==> config.mk <==
export PLATFORM = sky130hd
export DESIGN_NAME = reg_bank_arbiter
export DESIGN_NICKNAME = d
export VERILOG_FILES = /design/src/rtl/lab4_pkg.sv /design/src/rtl/reg_bank.sv /design/src/rtl/reg_bank_arbiter.sv
export SDC_FILE = /design/constraint.sdc
export NUM_CORES = 1
export LEC_CHECK = 0
export ABC_AREA = 0
export BUFFER_PORTS_ARGS = -buffer_cell sky130_fd_sc_hd__buf_2
export CORE_ASPECT_RATIO = 1.25
export CORE_MARGIN = 4
export CORE_UTILIZATION = 25
export CTS_CLUSTER_SIZE = 10
export DETAILED_ROUTE_END_ITERATION = 8
export SLEW_MARGIN = 20
export SYNTH_ARGS = -nofsm -noshare
export SYNTH_HDL_FRONTEND = slang
export SYNTH_SLANG_ARGS = --single-unit
export TNS_END_PERCENT = 10
==> constraint.sdc <==
create_clock -name clk -period 3.89 [get_ports clk]
set_input_delay 0.1945 -clock clk [delete_from_list [all_inputs] [get_ports clk]]
set_output_delay 0.1945 -clock clk [all_outputs]
set_load 0.01 [all_outputs]
==> src/rtl/lab4_pkg.sv <==
// Shared types and defaults for the two-requester register bank arbiter.
// Holds the FSM state encoding plus the small grant helpers used by the top.
package lab4_pkg;

    typedef enum logic [1:0] {
        IDLE  = 2'd0,
        SERVE = 2'd1,
        DONE  = 2'd2
    } state_t;

    localparam int DEFAULT_NREG = 4;
    localparam int DEFAULT_W    = 8;

    // One-hot acknowledge vector for the served requester.
    function automatic logic [1:0] grantMask(input logic who);
        return who ? 2'b10 : 2'b01;
    endfunction

    // A lone requester always wins; a tie is broken by the round-robin pointer.
    function automatic logic pickWinner(input logic [1:0] reqBits, input logic pointer);
        logic who;
        who = pointer;
        if (reqBits == 2'b01) begin
            who = 1'b0;
        end else if (reqBits == 2'b10) begin
            who = 1'b1;
        end
        return who;
    endfunction

endpackage

==> src/rtl/reg_bank.sv <==
// Shared register bank: NREG words of enable-gated D flip-flop storage,
// one write port and one combinational read port, cleared by synchronous reset.
module d_flip_flop #(
    parameter int W = 8
) (
    input  logic         clk,
    input  logic         reset,
    input  logic         en,
    input  logic [W-1:0] d,
    output logic [W-1:0] q
);

    always_ff @(posedge clk) begin
        if (reset) begin
            q <= '0;
        end else if (en) begin
            q <= d;
        end
    end

endmodule

module reg_bank
    import lab4_pkg::*;
#(
    parameter  int NREG = DEFAULT_NREG,
    parameter  int W    = DEFAULT_W,
    localparam int AW   = $clog2(NREG)
) (
    input  logic          clk,
    input  logic          reset,
    input  logic          we,
    input  logic [AW-1:0] addr,
    input  logic [W-1:0]  wdata,
    output logic [W-1:0]  rdata
);

    logic [W-1:0] words [NREG];

    // Only the addressed word sees its enable; every other word holds.
    for (genvar i = 0; i < NREG; i++) begin : g_word
        d_flip_flop #(
            .W(W)
        ) u_word (
            .clk  (clk),
            .reset(reset),
            .en   (we && (addr == AW'(i))),
            .d    (wdata),
            .q    (words[i])
        );
    end

    assign rdata = words[addr];

endmodule

==> src/rtl/reg_bank_arbiter.sv <==
// Round-robin arbiter giving two requesters exclusive, three-cycle access
// (grant, access, acknowledge) to a shared register bank.
module reg_bank_arbiter
    import lab4_pkg::*;
#(
    parameter  int NREG = DEFAULT_NREG,
    parameter  int W    = DEFAULT_W,
    localparam int AW   = $clog2(NREG)
) (
    input  logic          clk,
    input  logic          reset,
    input  logic [1:0]    req,
    input  logic [1:0]    we,
    input  logic [AW-1:0] addr0,
    input  logic [AW-1:0] addr1,
    input  logic [W-1:0]  wdata0,
    input  logic [W-1:0]  wdata1,
    output logic [1:0]    ack,
    output logic [W-1:0]  rdata,
    output logic          busy
);

    state_t        state;
    state_t        nextState;
    logic          pointer;
    logic          grantWinner;
    logic          winner;
    logic          latWe;
    logic [AW-1:0] latAddr;
    logic [W-1:0]  latWdata;
    logic [W-1:0]  capWord;
    logic [W-1:0]  bankRdata;
    logic          bankWe;

    assign grantWinner = pickWinner(req, pointer);

    always_ff @(posedge clk) begin
        if (reset) begin
            state <= IDLE;
        end else begin
            state <= nextState;
        end
    end

    // The whole request is frozen at grant time, so later input changes or a
    // dropped req cannot disturb a transaction already in flight.
    always_ff @(posedge clk) begin
        if (reset) begin
            pointer  <= 1'b0;
            winner   <= 1'b0;
            latWe    <= 1'b0;
            latAddr  <= '0;
            latWdata <= '0;
            capWord  <= '0;
        end else begin
            case (state)
                IDLE: begin
                    if (|req) begin
                        winner   <= grantWinner;
                        latWe    <= grantWinner ? we[1]  : we[0];
                        latAddr  <= grantWinner ? addr1  : addr0;
                        latWdata <= grantWinner ? wdata1 : wdata0;
                    end
                end
                SERVE: begin
                    if (!latWe) begin
                        capWord <= bankRdata;
                    end
                end
                DONE: begin
                    pointer <= ~winner;
                end
                default: begin
                end
            endcase
        end
    end

    always_comb begin
        nextState = state;
        ack       = '0;
        rdata     = '0;
        bankWe    = 1'b0;
        busy      = (state != IDLE);
        case (state)
            IDLE: begin
                if (|req) begin
                    nextState = SERVE;
                end
            end
            SERVE: begin
                bankWe    = latWe;
                nextState = DONE;
            end
            DONE: begin
                ack = grantMask(winner);
                if (!latWe) begin
                    rdata = capWord;
                end
                nextState = IDLE;
            end
            default: begin
                nextState = IDLE;
            end
        endcase
    end

    // Bank reset shares the arbiter reset, so an interrupted write never lands.
    reg_bank #(
        .NREG(NREG),
        .W   (W)
    ) u_bank (
        .clk  (clk),
        .reset(reset),
        .we   (bankWe),
        .addr (latAddr),
        .wdata(latWdata),
        .rdata(bankRdata)
    );

endmodule
==> run metrics <==
Final TNS setup 0 ns; sequential area share after synthesis about 42%; GP Congestion 0.764; DRT iter0 DRCs between 100 and 150; pre-CTS setup slack around 1.8 ns; status complete, no violations; hpwl dp ~4000 microns; Yosys top cell by area dfxtp_1; power density cells approximately 420 mW/mm^2; final layout net count approximately 330; largest net degree at the start of global routing 56; slowest stage cell, crit path dfxtp_1; RSZ-0062 raised after global routing false; initial antenna violation count 0; Clock Tree Buf Depth 2; Worst Min Path Start wdata0[7]; Fin. Hold Viols 0; H-tree depth 2; Synth top cells by count 55 x dfxtp_1, 53 x a21oi_1, 32 x nand3_1; Synthesized Nets 320; Seq cells post-synth between 50 and 60; Die Height 122 microns; syn_area_per_cell 8.81 sq um; Clock Skews 0.00363 ns; Slew @ Worst Pin a little under 1 ns; Synth cell types 35; # diodes 0; Max transition margin 34.4%; Syn Inst Count between 200 and 300; first-pass GRT wire length 10500 microns; post-layout minimum cycle time ~2.0 ns; GRT overflow 0; top_reg_cell synth dfxtp_1; die footprint 0.0121 sq mm; CP Max Fanout 16; IO buf count 36; Arr. time, crit path 2.12 ns; grt peak-use layer met2; Final period util 51.5%; via count 2181; Leak 0.942 nW; drt first pass iters 4; DRC 0; R2R Path End u_bank.g_word[1].u_word.q[1]$_SDFFE_PP0P_; critical path class flop to flop; peak supply drop between 0.15 and 0.2 mV; crit path cell chain nand3b_1 > o21ai_0 > a21oi_1; fmax between 400 and 500 MHz; core region area approximately 0.010 sq mm; antenna viol nets, final 0; Post-synth EDFFs 0; Hold Crit Endpoint latWdata[7]$_SDFFE_PP0P_; CTS root buffer clkbuf_16; GR Layer Usage met3 ~2%; post_cts resized 0; ys async rst share 0%; largest stage delay on the critical path slightly above 0.8 ns; most common cell in the synthesized netlist dfxtp_1; clock sinks 55; Layout Area Growth over Synthesis 13.1%; ranking of synthesized cells by area dfxtp_1 42%, a21oi_1 10%, mux4_2 7.0%, nand3_1 6.2%, a2111oi_1 4.2%; Cell Area, Synth roughly 0.0026 sq mm; R2R Path Start latAddr[0]$_SDFFE_PP0P_; Slew Limit Fails 0; via/cell ratio about 5; max_cap viols 0; post-DR wirelength/cell roughly 14 microns; cts hold-fix bufs 0; Yosys warnings 0; worst skew pair latency roughly 0.28 ns; postcts setup bufs 0; CTS tree yes; Final WS setup ~1.9 ns; layout cell share with drive strength beyond 1 approximately a fifth; Initial Utilization 25.6%; row cnt 41; Synth top area share a little over two fifths; worst hold path type input port to flop; total global-route track usage a little over 10%; nature of the critical path endpoint flop; # fillers between 1000 and 1500; Hold Path Depth 3; # setup viols final 0; number of buffers created by CTS 5; Post-Route WL 6120 microns; worst endpoint required time around 4 ns; r2r setup slk around 1.9 ns; GR Layer Usage met2 17.0%; Worst Reg-to-Reg Cells 3; clk slew on worst S/H paths roughly 0.06 ns; Ports 37; Die X 99.1 microns; CP Launch Type flop; met1 usage between 10% and 20%; vias in the first global route around 2200
stage by stage:
stage	hold WS [ns]	utilization (%)	std cells	area, sq um	total power [mW]
after CTS	0.330	29.0	437	2930	1.23
after detailed placement	0.445	27.4	429	2770	0.776
final	0.340	29.0	437	2930	1.22
after global placement	0.441	27.4	429	2770	0.773
after floorplan	0.432	-	294	2590	0.741
after global routing	0.337	29.0	437	2930	1.27
report_power, final:
group / total, mW / switching [mW] / internal, mW
Clock: 0.457 / 0.182 / 0.274
Combinational: 0.143 / 0.0914 / 0.0519
Sequential: 0.620 / 0.0382 / 0.582
layout by cell type, fill, tap and decap left out, types with 2 or more instances in the layout:
cell       netlist  routed
a2111oi_0       11      11
a2111oi_1       11      11
a21oi_1         53      53
and2_1           8       8
buf_2            8      36
clkbuf_16        0       5
clkbuf_8         0       2
dfxtp_1         55      55
inv_1            2       2
mux4_2           8       8
nand2_1         17      17
nand2b_1         2       2
nand3_1         32      32
nor2_1           4       4
nor3_1          12      12
nor3b_1          2       2
o21ai_0         20      20
o21ai_1         13      13
registers in the layout, indices dropped and copies added (netlist names):
signal,flops
u_bank.g_word.u_word.q,32
capWord,8
latWdata,8
latAddr,2
state,2
latWe,1
pointer,1
winner,1
cell type report:
class | instances | area [sq um] | share of cell area, %
clock buffers | 8 | 156 | 5.34
inverters | 4 | 17.5 | 0.598
multi-input cells | 205 | 1310 | 44.8
flip-flops and latches | 55 | 1100 | 37.6
well taps | 129 | 161 | 5.51
repair buffers | 36 | 180 | 6.15
routing by layer:
metal | part of all wire (%) | wire (microns)
met1 | 47 | 2850
met5 | 0 | 0
met4 | 0.56 | 34
met3 | 5.4 | 330
met2 | 47 | 2900
how the worst max path moves through the flow:
stage | slack, ns | start | end
3_5_place_dp | 1.85 | latAddr[0]$_SDFFE_PP0P_ | u_bank.g_word[1].u_word.q[1]$_SDFFE_PP0P_
6_report | 1.89 | latAddr[0]$_SDFFE_PP0P_ | u_bank.g_word[1].u_word.q[1]$_SDFFE_PP0P_
4_1_cts | 1.84 | latAddr[0]$_SDFFE_PP0P_ | u_bank.g_word[1].u_word.q[1]$_SDFFE_PP0P_
2_1_floorplan | 2.56 | state[0]$_SDFFE_PP0P_ | u_bank.g_word[0].u_word.q[2]$_SDFFE_PP0P_
3_3_place_gp | 1.91 | latAddr[0]$_SDFFE_PP0P_ | u_bank.g_word[3].u_word.q[3]$_SDFFE_PP0P_
5_1_grt | 1.58 | latAddr[0]$_SDFFE_PP0P_ | u_bank.g_word[3].u_word.q[2]$_SDFFE_PP0P_
cell families (layout without fill, tap and decap cells):
kind of cell               count (synthesis)  count (layout)  share of synthesized area [%]
buffers and inverters                     34              48                           6.90
and+or+nand+nor                           87              87                           18.3
AOI/OAI and AO/OA                        109             109                           24.9
DFF                                       55              55                           42.5
adders and majority gates                  1               1                          0.435
muxes                                      8               8                           6.95
worst max-delay path: cells and delay by family, from the launching register on:
kind,cells,cell delay (ns)
simple gates,1,0.60
compound gates,2,0.43
flops,1,0.81
Note: power is estimated with default switching activity, not from simulation.
